## src/rtl/soft_body_integrator.sv

```systemverilog
// Semi-implicit Euler step for NUM_BODIES soft bodies, one node per clock.
// Inputs are latched on accept; outputs update atomically when the step completes.
module soft_body_integrator #(
    parameter int POSITION_SIZE = 8,
    parameter int VELOCITY_SIZE = 8,
    parameter int FORCE_SIZE    = 8,
    parameter int NUM_NODES     = 4,
    parameter int NUM_BODIES    = 2,
    parameter int DT            = 1,
    parameter int GRAVITY       = -1,
    parameter int MASS_SHIFT    = 0,
    parameter int DAMP_SHIFT    = 0
) (
    input  logic                            clk_in,
    input  logic                            rst_in,
    input  logic                            begin_in,
    input  logic signed [POSITION_SIZE-1:0] nodes_in      [NUM_BODIES][2][NUM_NODES],
    input  logic signed [VELOCITY_SIZE-1:0] velocities_in [NUM_BODIES][2][NUM_NODES],
    input  logic signed [FORCE_SIZE-1:0]    forces_in     [NUM_BODIES][2][NUM_NODES],
    input  logic [NUM_BODIES*NUM_NODES-1:0] pin_mask,
    output logic signed [POSITION_SIZE-1:0] nodes_out      [NUM_BODIES][2][NUM_NODES],
    output logic signed [VELOCITY_SIZE-1:0] velocities_out [NUM_BODIES][2][NUM_NODES],
    output logic                            busy_out,
    output logic                            result_out,
    output logic                            sat_out
);

    localparam int MAX_PV  = (POSITION_SIZE > VELOCITY_SIZE) ? POSITION_SIZE : VELOCITY_SIZE;
    localparam int MAX_PVF = (MAX_PV > FORCE_SIZE) ? MAX_PV : FORCE_SIZE;
    localparam int W       = MAX_PVF + $clog2(DT) + 3;
    localparam int NW      = (NUM_NODES > 1) ? $clog2(NUM_NODES) : 1;
    localparam int BW      = (NUM_BODIES > 1) ? $clog2(NUM_BODIES) : 1;

    localparam int P_MAX_I = (1 << (POSITION_SIZE - 1)) - 1;
    localparam int V_MAX_I = (1 << (VELOCITY_SIZE - 1)) - 1;

    localparam logic signed [W-1:0] P_MAX  = W'(P_MAX_I);
    localparam logic signed [W-1:0] P_MIN  = W'(-P_MAX_I - 1);
    localparam logic signed [W-1:0] V_MAX  = W'(V_MAX_I);
    localparam logic signed [W-1:0] V_MIN  = W'(-V_MAX_I - 1);
    localparam logic signed [W-1:0] GRAV_W = W'(GRAVITY);
    localparam logic signed [W-1:0] DT_W   = W'(DT);
    localparam logic signed [W-1:0] ZERO_W = '0;

    typedef enum logic [1:0] {IDLE, STEP, DONE} state_t;

    state_t state, next_state;

    logic signed [POSITION_SIZE-1:0] work_p [NUM_BODIES][2][NUM_NODES];
    logic signed [VELOCITY_SIZE-1:0] work_v [NUM_BODIES][2][NUM_NODES];
    logic signed [FORCE_SIZE-1:0]    work_f [NUM_BODIES][2][NUM_NODES];
    logic                            work_pin [NUM_BODIES][NUM_NODES];
    logic                            work_sat;

    logic [BW-1:0] body_idx;
    logic [NW-1:0] node_idx;
    logic          all_done;
    logic          last_node;

    logic signed [W-1:0] f_sh [2];
    logic signed [W-1:0] grav_term [2];
    logic signed [W-1:0] damp [2];
    logic signed [W-1:0] v_sum [2];
    logic signed [W-1:0] v_sat [2];
    logic signed [W-1:0] p_sum [2];
    logic signed [W-1:0] p_sat [2];
    logic                clip [2];

    logic signed [POSITION_SIZE-1:0] new_p [2];
    logic signed [VELOCITY_SIZE-1:0] new_v [2];
    logic                            node_sat;

    always_ff @(posedge clk_in) begin
        if (rst_in) state <= IDLE;
        else        state <= next_state;
    end

    always_comb begin
        next_state = state;
        case (state)
            IDLE:    if (begin_in) next_state = STEP;
            STEP:    if (all_done) next_state = DONE;
            DONE:    next_state = IDLE;
            default: next_state = IDLE;
        endcase
    end

    assign last_node = (node_idx == NW'(NUM_NODES - 1)) && (body_idx == BW'(NUM_BODIES - 1));

    // Velocity is updated first and the clamped value drives the position update.
    always_comb begin
        node_sat = 1'b0;
        for (int ax = 0; ax < 2; ax++) begin
            f_sh[ax]      = W'(work_f[body_idx][ax][node_idx]) >>> MASS_SHIFT;
            grav_term[ax] = (ax == 1) ? GRAV_W : ZERO_W;
            damp[ax]      = (DAMP_SHIFT != 0) ? (W'(work_v[body_idx][ax][node_idx]) >>> DAMP_SHIFT) : ZERO_W;
            v_sum[ax]     = W'(work_v[body_idx][ax][node_idx]) + (f_sh[ax] + grav_term[ax]) * DT_W - damp[ax];
            clip[ax]      = 1'b0;
            v_sat[ax]     = v_sum[ax];
            if (v_sum[ax] > V_MAX) begin
                v_sat[ax] = V_MAX;
                clip[ax]  = 1'b1;
            end else if (v_sum[ax] < V_MIN) begin
                v_sat[ax] = V_MIN;
                clip[ax]  = 1'b1;
            end
            p_sum[ax] = W'(work_p[body_idx][ax][node_idx]) + v_sat[ax] * DT_W;
            p_sat[ax] = p_sum[ax];
            if (p_sum[ax] > P_MAX) begin
                p_sat[ax] = P_MAX;
                clip[ax]  = 1'b1;
            end else if (p_sum[ax] < P_MIN) begin
                p_sat[ax] = P_MIN;
                clip[ax]  = 1'b1;
            end
            if (work_pin[body_idx][node_idx]) begin
                new_p[ax] = work_p[body_idx][ax][node_idx];
                new_v[ax] = '0;
            end else begin
                new_p[ax] = POSITION_SIZE'(p_sat[ax]);
                new_v[ax] = VELOCITY_SIZE'(v_sat[ax]);
                node_sat  = node_sat | clip[ax];
            end
        end
    end

    always_ff @(posedge clk_in) begin
        if (rst_in) begin
            for (int b = 0; b < NUM_BODIES; b++)
                for (int ax = 0; ax < 2; ax++)
                    for (int n = 0; n < NUM_NODES; n++) begin
                        nodes_out[b][ax][n]      <= '0;
                        velocities_out[b][ax][n] <= '0;
                    end
            busy_out   <= 1'b0;
            result_out <= 1'b0;
            sat_out    <= 1'b0;
            work_sat   <= 1'b0;
            body_idx   <= '0;
            node_idx   <= '0;
            all_done   <= 1'b0;
        end else begin
            case (state)
                IDLE: begin
                    if (begin_in) begin
                        work_p <= nodes_in;
                        work_v <= velocities_in;
                        work_f <= forces_in;
                        for (int b = 0; b < NUM_BODIES; b++)
                            for (int n = 0; n < NUM_NODES; n++)
                                work_pin[b][n] <= pin_mask[b*NUM_NODES+n];
                        work_sat <= 1'b0;
                        body_idx <= '0;
                        node_idx <= '0;
                        all_done <= 1'b0;
                        busy_out <= 1'b1;
                    end
                end
                STEP: begin
                    if (!all_done) begin
                        for (int ax = 0; ax < 2; ax++) begin
                            work_p[body_idx][ax][node_idx] <= new_p[ax];
                            work_v[body_idx][ax][node_idx] <= new_v[ax];
                        end
                        work_sat <= work_sat | node_sat;
                        if (last_node) begin
                            all_done <= 1'b1;
                        end else if (node_idx == NW'(NUM_NODES - 1)) begin
                            node_idx <= '0;
                            body_idx <= body_idx + BW'(1);
                        end else begin
                            node_idx <= node_idx + NW'(1);
                        end
                    end else begin
                        // Publish the whole frame at once so consumers never see a partial update.
                        nodes_out      <= work_p;
                        velocities_out <= work_v;
                        sat_out        <= work_sat;
                        result_out     <= 1'b1;
                    end
                end
                DONE: begin
                    result_out <= 1'b0;
                    busy_out   <= 1'b0;
                end
                default: ;
            endcase
        end
    end

endmodule
```

## config.mk

```make
export PLATFORM = sky130hd
export DESIGN_NAME = soft_body_integrator
export DESIGN_NICKNAME = d
export VERILOG_FILES = /design/src/rtl/soft_body_integrator.sv
export SDC_FILE = /design/constraint.sdc
export NUM_CORES = 1
export LEC_CHECK = 0
export ABC_CLOCK_PERIOD_IN_PS = 13500
export CAP_MARGIN = 40
export CORE_MARGIN = 4
export CORE_UTILIZATION = 40
export DETAILED_ROUTE_END_ITERATION = 6
export HOLD_SLACK_MARGIN = 0.12
export PLACE_DENSITY_LB_ADDON = 0.1
export SETUP_SLACK_MARGIN = 0.4
export SYNTH_ARGS = -nofsm -noshare
export SYNTH_HDL_FRONTEND = slang
export SYNTH_SLANG_ARGS = --single-unit
```

## constraint.sdc

```tcl
create_clock -name clk_in -period 13.5 [get_ports clk_in]
set_clock_uncertainty 0.05 [all_clocks]
set_input_delay 1.35 -clock clk_in [delete_from_list [all_inputs] [get_ports clk_in]]
set_output_delay 1.35 -clock clk_in [all_outputs]
set_load 0.03 [all_outputs]
```

==> Word-level counts from Yosys, hierarchy flattened <==
Memories as Yosys holds them, arrays and structs flattened. A register that Yosys moved wholly into a read port is not among the register bits.
Index checks and enable logic that the tools add are counted.
{ "totals": {"ram_bits": 8, "memories": 1, "out_inout_bits": 259, "register_bits": 650} }
{ "memory_table": {"columns": ["name", "depth", "width", "rd", "rd_ports_with_merged_regs", "write_ports", "line_no", "source"], "rows": [
  ["work_pin", 2, 4, 1, 1, 2, "52", "logic work_pin [NUM_BODIES][NUM_NODES];"]
]} }
{ "classes": {"reduce_logical": 17, "n_eq_ne": 8, "n_addsub": 7, "magnitude_cmp": 12, "mux": 96, "n_bitwise": 5} }
{ "op_table": {"columns": ["cell", "count"], "rows": [
  ["$mux 64", 10],
  ["$bwmux 128", 4],
  ["$mux 128", 4],
  ["$pmux 128 s2", 2],
  ["$mux 8", 21],
  ["$demux 64 s1", 2],
  ["$bmux 8 s2", 6],
  ["$mux 11", 4],
  ["$mux 32", 1],
  ["$mux 1", 27],
  ["$add 8x11->11", 2],
  ["$gt 11x8->1 const B", 2],
  ["$lt 11x8->1 const B", 2],
  ["$demux 8 s2", 1],
  ["$mux 2", 6],
  ["$add 8x9->10", 1],
  ["$gt 10x8->1 const B", 1],
  ["$lt 10x8->1 const B", 1],
  ["$ne 2x2->1 const B", 5],
  ["$pmux 1 s2", 5],
  ["$reduce_and 2->1", 5],
  ["$add 8x1->9 const B", 1],
  ["$add 8x8->9", 1],
  ["$gt 9x8->1 const B", 1],
  ["21 further kinds", 30]
]} }

==> Longest topological paths before layout <==
{ "depth": {"word_depth": 21, "ltp_mapped": 30} }

==> Worst setup path after synthesis <==
Ideal clock, no wire load.
{ "synth_timing": {"path_type": "input -> register", "startpoint": "input rst_in", "endpoint": "register work_f[0] (netlist name) (enable)", "n_path_buf": 2, "path_stages": 3, "t_required_ns": 12.833, "setup_ns": 0.617, "setup_slack_ns": 5.801, "arrival_ns": 7.032, "path_cell_list": "clkbuf_1 > clkbuf_1 > nor2_1"} }
{ "synth_between": {"elab_chain_len": 2} }
{ "synth_lines": {"columns": ["item", "line_no", "source"], "rows": [
  ["from (decl)", "15", "input logic rst_in,"],
  ["$not 1->1 (no line)", null, null],
  ["$reduce_and 3->1 (no line)", null, null],
  ["to (signal assigned)", "148", "work_f <= forces_in;"],
  ["to (decl)", "51", "logic signed [FORCE_SIZE-1:0] work_f [NUM_BODIES][2][NUM_NODES];"]
]} }
Every way passes these cells.
A chain may end at the register's enable or synchronous reset.

==> Worst setup path after layout <==
{ "layout_timing": {"startpoint": "register node_idx[0]", "endpoint": "register work_p[124] (netlist name), data pin"} }
{ "layout_between": {"elab_chain_len": 17, "word_cells_on_any_way": 56, "classes_between": "add/sub: 5; order compare: 10; mux: 39; bitwise: 1; reduce/logical: 1"} }
{ "layout_lines": {"columns": ["item", "line_no", "source"], "rows": [
  ["from (decl)", "56", "logic [NW-1:0] node_idx;"],
  ["from (signal assigned)", "172", "node_idx <= node_idx + NW'(1);"],
  ["$not 2->3 (implied by the code) *", null, null],
  ["$bmux 8 s2, on equally long branches", "94, 97", null],
  ["$mux 8, on equally long branches (2 in a row)", "94, 97", null],
  ["$add 8x1->9 / $add 8x8->9 (equally long branches)", "97", "v_sum[ax] = W'(work_v[body_idx][ax][node_idx]) + (f_sh[ax] + grav_term[ax]) * DT_W - damp[ax];"],
  ["$add 8x9->10 / $lt 9x8->1 (equally long branches)", "97, 103", null],
  ["$lt 10x8->1 / $mux 11 (equally long branches)", "103", "end else if (v_sum[ax] < V_MIN) begin"],
  ["$mux 11, on equally long branches", "103, 100", null],
  ["$mux 11 / $add 8x11->11 (equally long branches)", "100, 107", null],
  ["$add 8x11->11 / $lt 11x8->1 (equally long branches)", "107, 112", null],
  ["$lt 11x8->1 / $mux 8 (equally long branches)", "112", "end else if (p_sum[ax] < P_MIN) begin"],
  ["$mux 8, on equally long branches", "112, 109", null],
  ["$mux 8, on equally long branches", "109, 116", null],
  ["$mux 8 / $bwmux 128 (equally long branches)", "116, 162", null],
  ["$bwmux 128 *", "162", "work_p[body_idx][ax][node_idx] <= new_p[ax];"],
  ["$mux 128 *", "160", "if (!all_done) begin"],
  ["$pmux 128 s2 *", "143", "case (state)"],
  ["to (signal assigned)", "146", "work_p <= nodes_in;"],
  ["to (signal, indexed assignment)", "162", null],
  ["to (decl)", "49", "logic signed [POSITION_SIZE-1:0] work_p [NUM_BODIES][2][NUM_NODES];"]
]} }
Every way passes the cells marked *; elsewhere a longest branch is shown, timed or not. The select of a mux whose other input is x is not followed.

==> results.py <==
metrics = {
    "clock_network": {
        "cts_sinks": 659,
        "post_cts_buffers": 0,
        "numCtsBuffers": 74,
        "htree_levels": 3,
        "clock_path_buffers": 3,
        "path_clk_slew_ns": 0.06,
        "cts_root_buffer": "clkbuf_16",
        "postCtsHoldBufs": 0,
        "cts_resized": 0,
        "tritoncts": "yes",
        "clock_latency_ns": 0.63,
    },
    "routing": {
        "wirelength_um": 120000,
        "drc_errors": 0,
        "drt-initial-drc-count": 2592,
        "routedWlPerCell_um": 27.8,
        "ant_nets": 0,
        "vias": 25000,
        "dr.pass1.iters": 7,
        "avgViaCountPerCell": 5.77,
    },
    "synthesis": {
        "synth_seq_area_share_pct": 58.9,
        "synthFlopType": "edfxtp_1",
        "ys.warnings.count": 0,
        "synth-seq-cells": 659,
        "synth_nets": 3133,
        "synth_enable_flop_cells": 392,
        "netlist_area_um2": 29100,
        "synth-async-reset-ratio_pct": 0,
        "syn_inst": 2685,
        "yosysUniqueCellTypes": 63,
        "syn_area_per_cell_um2": 10.8,
    },
    "placed_design": {
        "io_buffers": 653,
        "gp_congestion": 0.944,
        "pre_cts_ws_ns": 4.99,
        "hpwlAfterDp_um": 89500,
        "place_area_um2": 37000,
    },
    "critical_path": {
        "r2r_end": "work_p[124]",
        "cp-start-kind": "flip-flop",
        "critical_path_class": "reg -> reg",
        "arrival_ns": 8.96,
        "end_kind": "flip-flop",
        "reg2reg_slack_ns": 4.83,
        "path_max_fanout": 38,
        "worstReg2RegStart": "node_idx[0]",
        "cp.required_ns": 13.79,
        "reg2regPathDepth": 22,
        "critPathLaunch": "node_idx[0]",
    },
    "min_path": {
        "hp-start": "nodes_out[89]",
        "hold_path_depth": 2,
        "min_path_type": "reg -> reg",
        "min_to": "nodes_out[89]",
    },
    "flow_run": {
        "max_cap_viol_count": 0,
    },
    "global_route": {
        "grt_pass1_vias": 25100,
        "grt_pass1_wl_um": 172000,
        "grt_max_degree": 82,
        "antenna_found_initial": 16,
        "use_met2_pct": 50.5,
        "top_usage_layer": "met2",
        "met3_usage_pct": 7.33,
        "grt_util_met1_pct": 37.7,
        "track_usage_pct": 30.1,
        "gr-total-overflow": 0,
    },
    "run_status": {
        "outcome": "completed",
    },
    "floorplan": {
        "start_util_pct": 40.5,
        "io_pins": 654,
        "core-area_um2": 71700,
        "dieArea_um2": 77100,
        "die-height_um": 278,
        "fp.dieW_um": 278,
        "rows": 98,
    },
    "cells_and_area": {
        "mostFrequentLayoutCells": "843 x nand2_1, 652 x clkdlybuf4s50_1, 392 x edfxtp_1",
        "final_area_um2": 39400,
        "drive_gt1_share_pct": 8.95,
        "syn2layout_area_growth_pct": 35.4,
        "nets": 3751,
        "layout_commonest_cell": "nand2_1",
    },
    "timing": {
        "slew_violations": 0,
        "fmaxAchievable_mhz": 115,
        "fin_tns_setup_ns": 0,
        "setup_slack_ns": 4.83,
        "post-route-period-util_pct": 64.2,
        "finalSetupViolCount": 0,
        "rsz0062_at_grt": "no",
        "final_hold_viol_count": 0,
        "hold_ws_ns": 0.401,
        "relSlewSlack_pct": 32.1,
        "period_needed_ns": 8.67,
        "tightest_slew_ns": 1.02,
    },
    "power": {
        "ir_drop_mv": 0.131,
        "p_leak_nw": 13.6,
        "powerDensity_nw_per_um2": 143,
        "fin_total_pwr_mw": 5.63,
    },
}
## how the worst max path moves through the flow
stage	to	depth (start not counted)	slack, ns
floorplan	work_f[0]	3	5.80
global placement	work_p[100]	21	5.03
detailed placement	work_p[124]	22	4.99
CTS	work_p[124]	22	4.90
global route	work_p[124]	23	4.28
finish	work_p[124]	22	4.83
## registers in the layout (all words and copies together), names as in the netlist, named ones only
name and count:
nodes_out 128, velocities_out 128, work_f 128, work_p 128, work_v 128, work_pin 8, node_idx 2, state 2
all_done 1, body_idx 1, busy_out 1, result_out 1, sat_out 1, work_sat 1
## layout make-up
class / instances / area [um2]
antenna: 11 / 27.5
clock buffer: 110 / 2060
clock inverter: 27 / 289
fill: 6250 / 32400
inverter: 40 / 150
multi-input combinational: 1810 / 11200
sequential: 659 / 17100
tap: 950 / 1190
timing repair buffer: 718 / 7280
## worst max-delay path: stages, from the launching register on
cell and delay, ns:
dfxtp_4 0.73, buf_4 0.70, mux4_2 0.61, nand2_1 0.08
nand2_1 0.08, ha_1 0.35, a21oi_1 0.19, nor2b_1 0.08
or3_1 0.40, o311ai_2 0.49, mux2_2 0.45, nor2_1 0.65
nor2b_1 0.23, ha_1 0.32, fa_1 0.47, a32o_1 0.29
nor3_1 0.19, o21ai_0 0.25, nor3_1 0.59, nor3_1 0.12
o31ai_1 0.57, buf_2 0.31, o21ai_0 0.11
## layer usage
layer  vias to the layer above  share of wire (%)
met3                       238                9.6
met1                     12400                 38
met4                         8                4.0
met5                         -              0.041
li1                      10900                  -
met2                      1443                 49
## logic make-up (layout without fill, tap and decap cells)
| kind of cell | count (synthesis) | in the layout | synth area share, % |
|---|---|---|---|
| AOI/OAI and AO/OA | 637 | 637 | 13.7 |
| xor gates and xnor gates | 22 | 22 | 0.663 |
| adders and majority gates | 53 | 53 | 2.38 |
| buffers and inverters | 216 | 895 | 2.85 |
| DFF | 659 | 659 | 58.9 |
| muxes | 115 | 115 | 8.19 |
| other | 0 | 11 | 0 |
| and+or+nand+nor | 983 | 983 | 13.3 |
## Yosys cell counts, types with 4 or more instances
master    instances  area (um2)
a211oi_1          4        30.0
a21boi_1          5        37.5
a21o_1            6        45.0
a21oi_1         292        1460
a21oi_4           5        81.3
a221o_1          17         170
a22o_1           35         307
a22oi_1          10        75.1
a32o_1           17         170
and2_1            7        43.8
and3_1            4        25.0
buf_1            11        41.3
buf_2            15        75.1
clkbuf_1        150         563
dfxtp_1         267        5350
edfxtp_1        392       11800
fa_1              4        80.1
ha_1             49         613
inv_1            40         150
mux2i_1          15         150
mux4_2           98        2210
nand2_1         844        3170
nand2b_1         10        62.6
nand3_1          12        60.1
nor2_1           62         233
nor2b_1           8        50.1
nor3_1           14        70.1
o21a_1            4        30.0
o21ai_0         152         761
o221ai_1         56         490
o31ai_1           5        37.5
or2_2             5        31.3
xnor2_1           9        78.8
xor2_1           13         114
## metrics by stage
stage | utilization, % | instances
floorplan | - | 2685
global placement | 50.9 | 4150
detailed placement | 51.6 | 4177
CTS | 54.8 | 4314
global route | 54.9 | 4323
finish | 54.9 | 4325
## power breakdown
group	internal [mW]	switching [mW]
Combinational	0.481	0.892
Clock	1.13	0.848
Sequential	2.23	0.0490
Power figures use the tool's default switching activity.
